### src/rtl/maxpool_layer_if.sv
// Pixel-stream bundle for the 2x2 max-pool stage: upstream pixel input plus pooled output.
// The slave modport is the pooling block's view; master is the surrounding datapath's view.
interface maxpool_layer_if #(
    parameter int INPUT_CHANNELS = 3,
    parameter int PX_SIZE        = 8
);
    logic                                     in_valid;
    logic                                     in_ready;
    logic [INPUT_CHANNELS-1:0][PX_SIZE-1:0]   in_px;
    logic                                     out_valid;
    logic                                     out_ready;
    logic [INPUT_CHANNELS-1:0][PX_SIZE-1:0]   out_px;
    logic                                     out_last;

    modport slave (
        input  in_valid,
        input  in_px,
        input  out_ready,
        output in_ready,
        output out_valid,
        output out_px,
        output out_last
    );

    modport master (
        output in_valid,
        output in_px,
        output out_ready,
        input  in_ready,
        input  out_valid,
        input  out_px,
        input  out_last
    );
endinterface

### src/rtl/maxpool_layer.sv
// Streaming 2x2 stride-2 max pool over raster-order pixels, all channels in parallel.
// Latency: pooled pixel valid one cycle after the window's bottom-right input transfer.
// Backpressure: in_ready = !out_valid || out_ready; a held output freezes all pooling state.
module maxpool_layer #(
    parameter int INPUT_SIZE     = 8,
    parameter int INPUT_CHANNELS = 3,
    parameter int PX_SIZE        = 8
) (
    input  logic            clk,
    input  logic            rst_n,
    maxpool_layer_if.slave  bus
);
    localparam int OUTPUT_SIZE = INPUT_SIZE / 2;
    localparam int CW          = $clog2(INPUT_SIZE);
    localparam int LW          = (OUTPUT_SIZE > 1) ? $clog2(OUTPUT_SIZE) : 1;
    localparam bit ODD_SIZE    = (INPUT_SIZE % 2) != 0;

    localparam logic [CW-1:0] LAST_IDX = CW'(INPUT_SIZE - 1);
    localparam logic [CW-1:0] WIN_END  = CW'(2 * OUTPUT_SIZE - 1);

    typedef logic [INPUT_CHANNELS-1:0][PX_SIZE-1:0] px_t;

    function automatic px_t px_max(input px_t a, input px_t b);
        px_t m;
        for (int c = 0; c < INPUT_CHANNELS; c++) begin
            m[c] = (a[c] >= b[c]) ? a[c] : b[c];
        end
        return m;
    endfunction

    logic [CW-1:0] x_q, x_d;
    logic [CW-1:0] y_q, y_d;
    px_t           partial_q, partial_d;
    px_t           line_q [OUTPUT_SIZE];
    px_t           line_d [OUTPUT_SIZE];
    logic          out_valid_q, out_valid_d;
    px_t           out_px_q, out_px_d;
    logic          out_last_q, out_last_d;

    logic          in_ready;
    logic          in_xfer;
    logic          in_window;
    logic [LW-1:0] col_idx;
    px_t           in_px;
    px_t           hmax;
    px_t           pooled;

    assign in_ready      = !out_valid_q || bus.out_ready;
    assign in_xfer       = bus.in_valid && in_ready;
    assign in_px         = bus.in_px;
    assign bus.in_ready  = in_ready;
    assign bus.out_valid = out_valid_q;
    assign bus.out_px    = out_px_q;
    assign bus.out_last  = out_last_q;

    // With an odd frame size the last column and last row fall outside every window.
    assign in_window = !ODD_SIZE || ((x_q != LAST_IDX) && (y_q != LAST_IDX));
    assign col_idx   = LW'(x_q >> 1);
    assign hmax      = px_max(partial_q, in_px);
    assign pooled    = px_max(line_q[col_idx], hmax);

    always_comb begin
        x_d         = x_q;
        y_d         = y_q;
        partial_d   = partial_q;
        line_d      = line_q;
        out_valid_d = out_valid_q && !bus.out_ready;
        out_px_d    = out_px_q;
        out_last_d  = out_last_q;

        if (in_xfer) begin
            if (x_q == LAST_IDX) begin
                x_d = '0;
                y_d = (y_q == LAST_IDX) ? '0 : y_q + 1'b1;
            end else begin
                x_d = x_q + 1'b1;
            end

            if (in_window) begin
                if (!x_q[0]) begin
                    partial_d = in_px;
                end else if (!y_q[0]) begin
                    line_d[col_idx] = hmax;
                end else begin
                    // A load here only happens when the register is empty or draining.
                    out_valid_d = 1'b1;
                    out_px_d    = pooled;
                    out_last_d  = (x_q == WIN_END) && (y_q == WIN_END);
                end
            end
        end
    end

    always_ff @(posedge clk or negedge rst_n) begin
        if (!rst_n) begin
            x_q         <= '0;
            y_q         <= '0;
            partial_q   <= '0;
            for (int i = 0; i < OUTPUT_SIZE; i++) begin
                line_q[i] <= '0;
            end
            out_valid_q <= 1'b0;
            out_px_q    <= '0;
            out_last_q  <= 1'b0;
        end else begin
            x_q         <= x_d;
            y_q         <= y_d;
            partial_q   <= partial_d;
            line_q      <= line_d;
            out_valid_q <= out_valid_d;
            out_px_q    <= out_px_d;
            out_last_q  <= out_last_d;
        end
    end
endmodule

### src/flat_wrapper.sv
// flat-port wrapper written by rule: the top's interface ports become plain ports
module maxpool_layer_flat 
#(
    parameter int INPUT_SIZE     = 8,
    parameter int INPUT_CHANNELS = 3,
    parameter int PX_SIZE        = 8
)
  (clk, rst_n, bus_in_valid, bus_in_px, bus_out_ready, bus_in_ready, bus_out_valid, bus_out_px, bus_out_last);
  maxpool_layer_if #(.INPUT_CHANNELS(INPUT_CHANNELS), .PX_SIZE(PX_SIZE)) bus_i ();
  input  logic clk;
  input  logic rst_n;
  input wire logic [$bits(bus_i.in_valid)-1:0] bus_in_valid;
  input wire logic [$bits(bus_i.in_px)-1:0] bus_in_px;
  input wire logic [$bits(bus_i.out_ready)-1:0] bus_out_ready;
  output wire logic [$bits(bus_i.in_ready)-1:0] bus_in_ready;
  output wire logic [$bits(bus_i.out_valid)-1:0] bus_out_valid;
  output wire logic [$bits(bus_i.out_px)-1:0] bus_out_px;
  output wire logic [$bits(bus_i.out_last)-1:0] bus_out_last;
  assign bus_i.in_valid = bus_in_valid;
  assign bus_i.in_px = bus_in_px;
  assign bus_i.out_ready = bus_out_ready;
  assign bus_in_ready = bus_i.in_ready;
  assign bus_out_valid = bus_i.out_valid;
  assign bus_out_px = bus_i.out_px;
  assign bus_out_last = bus_i.out_last;
  maxpool_layer #(.INPUT_SIZE(INPUT_SIZE), .INPUT_CHANNELS(INPUT_CHANNELS), .PX_SIZE(PX_SIZE)) u_core (.clk(clk), .rst_n(rst_n), .bus(bus_i));
endmodule
### config.mk
export PLATFORM = sky130hd
export DESIGN_NAME = maxpool_layer_flat
export DESIGN_NICKNAME = d
export VERILOG_FILES = /design/src/rtl/maxpool_layer_if.sv /design/src/rtl/maxpool_layer.sv /design/src/flat_wrapper.sv
export SDC_FILE = /design/constraint.sdc
export NUM_CORES = 1
export LEC_CHECK = 0
export CORE_MARGIN = 2
export CORE_UTILIZATION = 35
export DETAILED_ROUTE_END_ITERATION = 10
export PLACE_DENSITY = 0.55
export SYNTH_ARGS = -nofsm -noshare
export SYNTH_HDL_FRONTEND = slang
export SYNTH_SLANG_ARGS = --single-unit
### constraint.sdc
create_clock -name clk -period 5.1 [get_ports clk]
set_clock_uncertainty 0.1 [all_clocks]
set_input_delay 1.02 -clock clk [delete_from_list [all_inputs] [get_ports clk]]
set_output_delay 1.02 -clock clk [all_outputs]
set_load 0.05 [all_outputs]
==> results.md <==
- Number of nets in the layout: 751
- Syn Area/Cell: 12.98 um^2
- Critical Path End Type: register
- Vias in the first global route: 5433
- Slew of the pin with the lowest slew margin: 1.094 ns
- Most frequent cells in the layout: dfrtp_1, mux2_2, inv_1, clkdlybuf4s50_1, ha_1
- First-pass GRT wire length: 28660 um
- CP max FO: 8
- Critical Path AT: 4.89 ns
- Max-cap viol count: 0
- WL/cell: 18.01 um
- Psw: 2.413 mW
- Worst path slowest cell: nor2b_1
- Initial antenna violation count: 0
- DRT Wirelength: 17400 um
- Vias: 5024
- Post_cts resized: 0
- Flops & latches, synth: 152
- Critical Path, Cell by Cell: clkdlybuf4s50_1, ha_1, nand2b_1, a2111o_1, a21oi_4, mux2i_1, inv_1, ha_1, nand2b_1, a2111o_1, a21oi_1, nor2b_1, a221o_2
- Synth top area share: 0.4789
- Flop pwr share: 0.343
- H-Tree Depth: 4
- PortBufs: 54
- Final Hold Vio Count: 0
- Initial Utilization: 0.3540
- Worst min path class: register to register
- Die H: 154.6 um
- Most common cell after layout, fill and taps aside: dfrtp_1
- CTS Hold Buffers Added: 0
- Fin crit period: 4.626 ns
- Clock latency on the worst-skew pair: 0.42 ns
- CP startpoint kind: input port
- Share of cells above drive strength 1: 0.3245
- N_diodes: 0
- Fillers: 2066
- Critical Path RT: 5.36 ns
- Pwr dens: 685.0 nW/um^2
- DRC viols: 0
- Post-Route M1 WL: 8045 um
- Status: completed
- Std-Cell Rows: 55
- Metal2 WL: 8662 um
- Ys flop type: dfrtp_1
- Dpl ws: 0.08625 ns
- DR vias/cell: 5.201
- Switching share of power: 0.3776
- VDD IR max: 266.1 uV
- DR iter-0 viols: 201
- Comb power frac: 0.474
- CTS Root Cell: clkbuf_16
- Clock transition at path regs: 0.06 ns
- Unique masters post-synth: 35
- Post-Synthesis Cells: 612
- Fin worst setup slack: 0.4739 ns
- DRT antenna net count: 0
- Die ar.: 23910 um^2
- Post-Synthesis Cell Area: 7943 um^2
- Pwr Total: 6.389 mW
- Highest clock rate: 216.2 MHz
- Final setup viols: 0
- Num CTS Buffers: 17
- Final Max Tran Viols: 0
- Area grow syn2layout: 17.42%
- HPWL Detailed: 11580 um
- Clock share of power: 0.184
- CTS max path bufs: 2
- Yosys top cell by area: dfrtp_1
- Internal power: 3.976 mW
- Sequential share of the synthesized area: 0.4789
- Post-CTS Setup Bufs: 0
- Post-synth EDFFs: 0
- CTS tree: built
- Synth Net Count: 692
- Slew margin rel.: 0.2708
- Asr flop ratio synth: 1.000
- DR pass1 iterations: 4
- Highest Signal Layer: met4
- Remaining Overflow, GRT: 0
- Period Utilization, post-route: 0.9071
- Pleak: 4.255 nW
- Ports: 55
- Largest net degree at the start of global routing: 118
- Fin Setup TNS: 0 ns
- Routability cong.: 0.7847
- YS warnings: 0
- Die W: 154.6 um
- CORE AREA: 22430 um^2
- WS Path Type: input port to register
- Routed wl met3: 491 um
- Total clock sinks: 152
- Most area-consuming cells after synthesis: dfrtp_1, mux2_2, ha_1
- CP max stage delay: 0.54 ns
- GRT Overall Usage: 0.1544
- RSZ-0062 raised after global routing: false
==> worst paths after layout <==
kind,startpoint,endpoint,slack [ns],depth (start not counted)
worst max-delay path,bus_in_px[0],u_core.bus.out_px[0],0.47,13
worst min-delay path,u_core.line_q[64],u_core.line_q[64],0.38,2
min in group asynchronous,rst_n,u_core.bus.out_last,0.67,1
max in group asynchronous,rst_n,u_core.line_q[60],3.11,2
worst max register to register,u_core.partial_q[0],u_core.bus.out_px[0],1.17,13
worst min register to register,u_core.line_q[64],u_core.line_q[64],0.38,2
==> metrics by stage <==
stage | hold WS [ns] | area [um^2] | instances | utilization
CTS | 0.3830 | 9326 | 966 | 0.4157
finish | 0.3798 | 9326 | 966 | 0.4157
global route | 0.4031 | 9326 | 966 | 0.4157
floorplan | 0.3446 | 7943 | 612 | -
global placement | 0.3573 | 8796 | 937 | 0.3921
detailed placement | 0.3685 | 8796 | 937 | 0.3921
==> logic make-up after synthesis <==
group                      after synthesis  share of synthesized area
AOI/OAI and AO/OA                       79                    0.07829
adders and majority gates               52                    0.08192
buffers and inverters                   78                    0.04096
DFF                                    152                     0.4789
muxes                                  154                     0.2519
and+or+nand+nor                         97                    0.06805
==> registers in the layout (all words and copies together), names as in the netlist <==
name                  count
u_core.bus.out_last       1
u_core.bus.out_px        24
u_core.bus.out_valid      1
u_core.line_q            96
u_core.partial_q         24
u_core.x_q                3
u_core.y_q                3
==> layer usage <==
| metal | up-vias | track usage |
|---|---|---|
| met3 | 16 | 0.03390 |
| met4 | 0 | 0.04365 |
| met5 | - | 0 |
| li1 | 2332 | - |
| met2 | 71 | 0.2640 |
| met1 | 2605 | 0.1978 |
==> power groups by stage <==
stage               clock (mW)  sequential [mW]  combinational [mW]
detailed placement           0             2.22                3.05
CTS                       1.20             2.20                3.07
finish                    1.17             2.19                3.03
floorplan                    0             2.29                2.10
global route              1.25             2.28                3.34
global placement             0             2.18                2.94
==> cell type report <==
type | count | area, um^2 | area share
clock buffers | 25 | 485.5 | 0.05205
clock inverters | 4 | 45.04 | 0.004830
inverters | 54 | 202.7 | 0.02173
multi-input cells | 382 | 3814 | 0.4089
flip-flops and latches | 152 | 3806 | 0.4081
well taps | 285 | 356.6 | 0.03823
repair buffers | 64 | 616.8 | 0.06614
==> critical path, delay by kind of cell <==
family,cells,cell delay (ns)
buffers and inverters,2,0.56
and+or+nand+nor,3,0.82
adders and majority gates,2,0.61
muxes,1,0.33
AOI/OAI and AO/OA,5,1.55
==> synthesized netlist by cell type (2+ instances only) <==
master / n
mux2_1: 8
and2_2: 8
nand2_1: 35
a21o_1: 2
a2111o_1: 6
buf_1: 5
mux2_2: 119
nor2b_1: 4
nand4b_2: 2
buf_6: 2
clkbuf_1: 5
ha_1: 52
inv_1: 54
mux4_2: 24
a21oi_1: 18
nand2b_1: 7
nor2_1: 7
nor3_1: 5
dfrtp_1: 152
nor4_1: 3
buf_2: 10
nand4_1: 3
mux2i_1: 3
and2_1: 17
a21oi_4: 3
a221o_2: 24
o21ai_0: 26
No activity file was read; power rests on OpenSTA's default activity.
